## config.mk

```make
export PLATFORM = sky130hd
export DESIGN_NAME = inst_buffer
export DESIGN_NICKNAME = d
export VERILOG_FILES = /design/src/rtl/inst_buffer.sv
export SDC_FILE = /design/constraint.sdc
export NUM_CORES = 2
export LEC_CHECK = 0
export CAP_MARGIN = 30
export CORE_MARGIN = 2
export CORE_UTILIZATION = 25
export CTS_BUF_LIST = sky130_fd_sc_hd__clkbuf_2
export DETAILED_ROUTE_END_ITERATION = 6
export GPL_TIMING_DRIVEN = 0
export SLEW_MARGIN = 25
export SYNTH_ARGS = -nofsm -noshare
export SYNTH_HDL_FRONTEND = slang
export SYNTH_SLANG_ARGS = --single-unit
```

## constraint.sdc

```tcl
create_clock -name clock -period 8.78 [get_ports clock]
set_input_delay 1.756 -clock clock [delete_from_list [all_inputs] [get_ports clock]]
set_output_delay 1.756 -clock clock [all_outputs]
set_load 0.05 [all_outputs]
```

## src/rtl/inst_buffer.sv

```systemverilog
// Instruction buffer between fetch and dispatch: a circular FIFO of fetch packets
// that accepts up to `N packets and releases up to `N of the oldest packets each cycle.

`ifndef N
`define N 3
`endif
`ifndef NUM_SCALAR_BITS
`define NUM_SCALAR_BITS 2
`endif

package sys_defs_pkg;
  typedef struct packed {
    logic [31:0] inst;
    logic [31:0] pc;
  } FETCH_PACKET;
endpackage

module inst_buffer
  import sys_defs_pkg::*;
#(
  parameter int DEPTH = 16
) (
  input  logic                            clock,
  input  logic                            reset,
  input  FETCH_PACKET [`N-1:0]            inst_buffer_inputs,
  input  logic [`NUM_SCALAR_BITS-1:0]     instructions_valid,
  output logic [`NUM_SCALAR_BITS-1:0]     inst_buffer_spots,
  input  logic                            restore_valid,
  output FETCH_PACKET [`N-1:0]            dispatch_packets,
  output logic [`NUM_SCALAR_BITS-1:0]     dispatch_available,
  input  logic [`NUM_SCALAR_BITS-1:0]     num_dispatched
);

  localparam int PW = (DEPTH > 1) ? $clog2(DEPTH) : 1;
  localparam int CW = $clog2(DEPTH + 1);
  localparam int SW = `NUM_SCALAR_BITS;

  FETCH_PACKET     entries [DEPTH];
  logic [PW-1:0]   head;
  logic [PW-1:0]   tail;
  logic [CW-1:0]   count;

  logic [CW-1:0]   free_slots;
  logic [SW-1:0]   n_enq;
  logic [SW-1:0]   n_deq;
  logic [CW-1:0]   count_next;

  // Both advertised quantities come from registered state only, so fetch and
  // dispatch see stable values for the whole cycle.
  always_comb begin
    free_slots = CW'(DEPTH) - count;
    if (free_slots < CW'(`N)) inst_buffer_spots = SW'(free_slots);
    else                      inst_buffer_spots = SW'(`N);
    if (count < CW'(`N)) dispatch_available = SW'(count);
    else                 dispatch_available = SW'(`N);
  end

  // Requests beyond what was advertised are clamped so count never exceeds DEPTH.
  always_comb begin
    n_enq = (instructions_valid > inst_buffer_spots) ? inst_buffer_spots : instructions_valid;
    n_deq = (num_dispatched > dispatch_available) ? dispatch_available : num_dispatched;
    count_next = count + CW'(n_enq) - CW'(n_deq);
  end

  always_ff @(posedge clock) begin
    if (reset) begin
      head  <= '0;
      tail  <= '0;
      count <= '0;
    end else if (restore_valid) begin
      head  <= '0;
      tail  <= '0;
      count <= '0;
    end else begin
      head  <= head + PW'(n_deq);
      tail  <= tail + PW'(n_enq);
      count <= count_next;
    end
  end

  // Storage is not reset; validity is tracked entirely by head/count.
  always_ff @(posedge clock) begin
    if (!reset && !restore_valid) begin
      for (int i = 0; i < `N; i++) begin
        if (i < int'(n_enq)) entries[tail + PW'(i)] <= inst_buffer_inputs[i];
      end
    end
  end

  always_comb begin
    dispatch_packets = '0;
    for (int i = 0; i < `N; i++) begin
      if (i < int'(dispatch_available)) dispatch_packets[i] = entries[head + PW'(i)];
    end
  end

  // Handshake: fetch may send at most inst_buffer_spots packets and dispatch may
  // take at most dispatch_available packets; a flush or reset cycle voids both.
  a_enq_within_spots: assert property (@(posedge clock) disable iff (reset || restore_valid)
    instructions_valid <= inst_buffer_spots);
  a_deq_within_available: assert property (@(posedge clock) disable iff (reset || restore_valid)
    num_dispatched <= dispatch_available);

endmodule

```

Word-level counts from Yosys, hierarchy flattened
Memories as Yosys holds them, arrays and structs flattened. A register that Yosys moved wholly into a read port is not among the register bits.
Cells that the tools add are included.
- memories kept: 1
- register bits after elaboration: 13
- output and inout bits: 196
- input bits: 199
- bits in writable memories: 1024
- memory list (name ; words ; width ; rd ports ; clocked after memory_dff ; write ports ; RTL line ; RTL):
    entries ; 16 ; 64 ; 3 ; 1 ; 3 ; 38 ; FETCH_PACKET entries [DEPTH];
- magnitude comparators: 10
- add/sub/neg operators: 9
- muxes and demuxes: 17
- reductions and logical operators: 4
- operator list (kind ; number):
    64-bit two-way mux ; 3
    5-bit by 2-bit < comparator with 1-bit output (second input constant) ; 2
    1-bit two-way mux ; 9
    4-bit by 1-bit adder with 4-bit output (second input constant) ; 2
    4-bit by 2-bit adder with 4-bit output ; 2
    4-bit by 2-bit adder with 4-bit output (second input constant) ; 2
    1-bit by 2-bit < comparator with 1-bit output (first input constant) ; 4
    2-bit two-way mux ; 4
    5-bit by 2-bit adder with 5-bit output ; 1
    5-bit by 2-bit subtractor with 5-bit output ; 1
    5-bit subtractor (first input constant) ; 1
    2-bit greater-than comparator ; 2
    2-bit < comparator (first input constant) ; 2
    4-bit two-way mux ; 1
    1-bit zero test ; 2
    2-bit OR reduction ; 1
    1-bit logical AND ; 1

Longest topological paths before layout
- depth in word-level cells: 9
- gate-level depth with buffers: 21

Least setup slack after synthesis
OpenSTA, ideal clock, no wires.
- kind: in2reg
- start point: input instructions_valid[1]
- end point: memory entries[11][0] (netlist name) (enable)
- arrival time: 7574 ps
- setup slack: 625 ps
- library setup time: 582 ps
- required time: 8198 ps
- buffers on the path: 1
- stages: 7
- path through: ha_1 -> o21bai_1 -> a21o_1 -> o21a_1 -> buf_2 -> a31oi_1 -> o31ai_1
- RTL lines (element ; RTL line ; RTL):
    from (decl) ; 26 ; input logic [`NUM_SCALAR_BITS-1:0] instructions_valid,
    to (decl) ; 38 ;

==> impl_metrics.py <==
metrics = {
    "placed_design": {
        "io_buffers": 394,
        "place.gp.congestion": 0.948,
        "post-dp-hpwl_um": 285000,
        "dpl-instance-area_mm2": 0.0929,
    },
    "timing": {
        "finalCritPeriodShare": 1.00,
        "fin_ws_ns": -0.0280,
        "final_max_slew_viol_count": 0,
        "rsz0062_at_grt": "false",
        "setup_viol": 1,
        "period_needed_ns": 8.81,
        "worstMarginPinSlew_ns": 1.13,
        "fin_worst_skew_ns": 0.185,
        "max_slew_margin": 0.250,
        "fmax_mhz": 114,
        "finalHoldViolations": 0,
    },
    "clocking": {
        "cts_sinks": 1037,
        "cts_resized": 0,
        "htreeDepth": 5,
        "postCtsSetupBuffers": 0,
        "clk_pin_slew_ns": 0.11,
        "clockRootBuffer": "clkbuf_2",
        "cts.path.max_buffers": 4,
        "clock_latency_ns": 1.68,
        "postCtsHoldBufs": 0,
        "tritoncts": "yes",
        "cts-buffers-inserted": 300,
    },
    "logic_synthesis": {
        "synth-adder-area-share": 0.00427,
        "synth-simple-area-share": 0.0184,
        "async_flop_share": 0,
        "synth_xor_area_frac": 0.00173,
        "synthTopCellsByArea": "edfxtp_1 38%, mux4_2 22%, mux2_2 20%, mux2i_1 8.0%, mux2_4 2.2%",
        "synth-seq-cells": 1037,
        "syn-num-nets": 5816,
        "avgSynthCellArea_um2": 14.4,
        "ys_types": 51,
        "synth_compound_gate_area_share": 0.0352,
        "synth_edf_count": 1024,
        "netlist_area_mm2": 0.0803,
        "synth_top_family_by_area": "multiplexers",
        "ys_seq_area_frac": 0.386,
        "synthFlopType": "edfxtp_1",
        "synth.mux.area_fraction": 0.516,
        "synth_top_area_cell": "edfxtp_1",
        "synthTopCellsByCount": "1400 x mux2_2, 1024 x edfxtp_1, 768 x mux4_2",
        "ys_warn_count": 0,
        "syn_inst": 5592,
        "netlist.area_leader.share": 0.383,
        "synth.most_common_cell": "mux2_2",
    },
    "routing": {
        "wl_um": 384000,
        "avgViaCountPerCell": 5.76,
        "via_count": 63500,
        "wl_per_cell_um": 34.9,
        "drt_iter0_drc": 9569,
        "drc": 0,
        "dr.pass1.iters": 7,
        "ant_nets": 0,
    },
    "floorplan": {
        "start_util": 0.251,
        "fp.dieArea_mm2": 0.326,
        "chipWidth_um": 571,
        "top_level_ports": 395,
        "core_area_mm2": 0.320,
        "rows": 208,
        "die_h_um": 571,
    },
    "finish": {
        "fillCellCount": 32200,
        "final_nets": 6684,
        "syn2layout_area_growth_pct": 19.3,
        "design_area_mm2": 0.0958,
        "drive_above_1_share": 0.482,
    },
    "critical_path": {
        "critPathKind": "register to output pin",
        "timing.critical_path.to_type": "output pin",
        "startpoint_type": "register",
        "r2r_start": "count[1]",
        "cp_slowest_cell": "clkdlybuf4s50_1",
        "timing.rr.end": "entries[3][30]",
        "arrival_ns": 7.05,
        "worstPathRequired_ns": 7.02,
        "cp_max_fo": 10,
        "worst-path-buf-inv": 6,
        "path_cells": "clkbuf_1, buf_2, buf_2, clkbuf_2, clkbuf_1, mux4_2, mux2i_1, o22ai_1, clkdlybuf4s50_1",
        "reg2reg_depth": 13,
        "slowest_delay_ns": 0.97,
        "rrSetupSlack_ns": 2.11,
        "path_delay_family": "buffers and inverters",
    },
    "global_routing": {
        "grt_max_degree": 24,
        "antenna_found_initial": 96,
        "grt_pass1_vias": 63100,
        "grt-ovfl-total": 0,
        "grt_usage": 0.228,
        "grt_pass1_wl_um": 519000,
    },
    "min_path": {
        "hp-start": "head[0]",
        "hp-class": "register to register",
        "hold_end": "head[0]",
        "hold_depth": 2,
    },
    "power": {
        "power_mw": 24.9,
        "p_per_area_mw_per_mm2": 260,
        "leakagePower_nw": 31.5,
        "ir_drop_mv": 0.345,
    },
    "run_status": {
        "status": "finished with violations",
        "violations": "setup timing",
    },
    "run": {
        "maxCapViolations": 0,
    },
}
## final cells by class
| cell class | count | area, µm² | share of cell area |
|---|---|---|---|
| Tap cell | 4305 | 5390 | 0.0562 |
| Sequential cell | 1037 | 31000 | 0.324 |
| Timing Repair Buffer | 566 | 7040 | 0.0735 |
| Inverter | 19 | 71.3 | 0.000744 |
| Multi-Input combinational cell | 3837 | 46500 | 0.485 |
| Clock buffer | 406 | 2030 | 0.0212 |
| Clock inverter | 96 | 522 | 0.00545 |
| Buffer | 699 | 3140 | 0.0327 |
| Antenna cell | 47 | 118 | 0.00123 |
## worst max path at each step
stage | end | start | cells past startpoint | slack [ns]
after global routing | dispatch_packets[77] | head[0] | 10 | 0.15
after global placement | entries[1][28] | instructions_valid[1] | 8 | -8.51
after floorplan | entries[11][0] | instructions_valid[1] | 7 | 0.62
final | dispatch_packets[68] | head[0] | 9 | -0.03
after detailed placement | dispatch_packets[68] | head[0] | 9 | 1.90
after CTS | dispatch_packets[68] | head[0] | 9 | 0.11
## per-stage QoR
step           TNS [ns]  hold slack, ns  instances  setup WS, ns  utilization
2_1_floorplan         0           0.578       5592         0.625            -
3_3_place_gp   -6631.82           0.619      10300         -8.51        0.280
3_5_place_dp          0           0.621      10400          1.90        0.290
4_1_cts               0           0.648      10900         0.110        0.298
5_1_grt               0           0.692      11000         0.151        0.299
6_report        -0.0280           0.648      11000       -0.0280        0.299
## cells in the final DEF, fill, tap and decap left out, types with 6 or more instances in the layout
cell             Yosys  layout
inv_1               19      19
mux2i_1            640     640
mux2_2            1400    1400
buf_8                0      27
a21oi_1            266     266
o2111ai_1            6       6
edfxtp_1          1024    1024
clkbuf_2             0     455
buf_1              101      46
xnor2_1              9       9
clkinv_1             0      67
buf_16               0      62
nand2_1             16      14
mux4_2             768     768
diode_2              0      47
mux2_1              16      16
dfxtp_1             13      13
nor2_1             278     277
buf_12               0       8
nand3_1             18      16
clkbuf_1           420     373
inv_2                0       6
clkdlybuf4s50_1      0     394
o22ai_1            193     193
clkinv_2             0      15
mux2_4             120     120
o21ai_0             15       6
ha_1                21      21
o21ai_4              0      10
and2_1               7       7
nor3_1               6       6
buf_2              152     206
buf_6               26      97
## logic make-up after synthesis
group                    count (synthesis)
multiplexers                          2944
flip-flops                            1037
buffers and inverters                  718
AO/OA/AOI/OAI                          501
AND/OR/NAND/NOR                        352
adder cells (fa/ha/maj)                 25
XOR/XNOR                                15
## per-layer routing
metal  track usage  vias to the layer above  wire length (µm)
met4         0.140                      102             26400
met5      0.000882                        -               644
met2         0.342                     5130            168000
li1              -                    24700                 -
met3        0.0920                     1278             49600
met1         0.271                    32300            140000
## report_power, final
part | total (mW) | switching [mW] | internal, mW
clock network | 3.85 | 2.46 | 1.39
logic | 15.1 | 9.63 | 5.52
registers | 5.87 | 0.150 | 5.72
total | 24.9 | 12.2 | 12.6
## sequential cells by signal (all words and copies together) (netlist names)
| name | count |
|---|---|
| count | 5 |
| entries | 1024 |
| head | 4 |
| tail | 4 |
## worst min-delay path, stage by stage, from the launching register on
cell and delay (ns):
dfxtp_1 0.38, ha_1 0.14, and2_1 0.11
(Power assumes the default switching activity.)
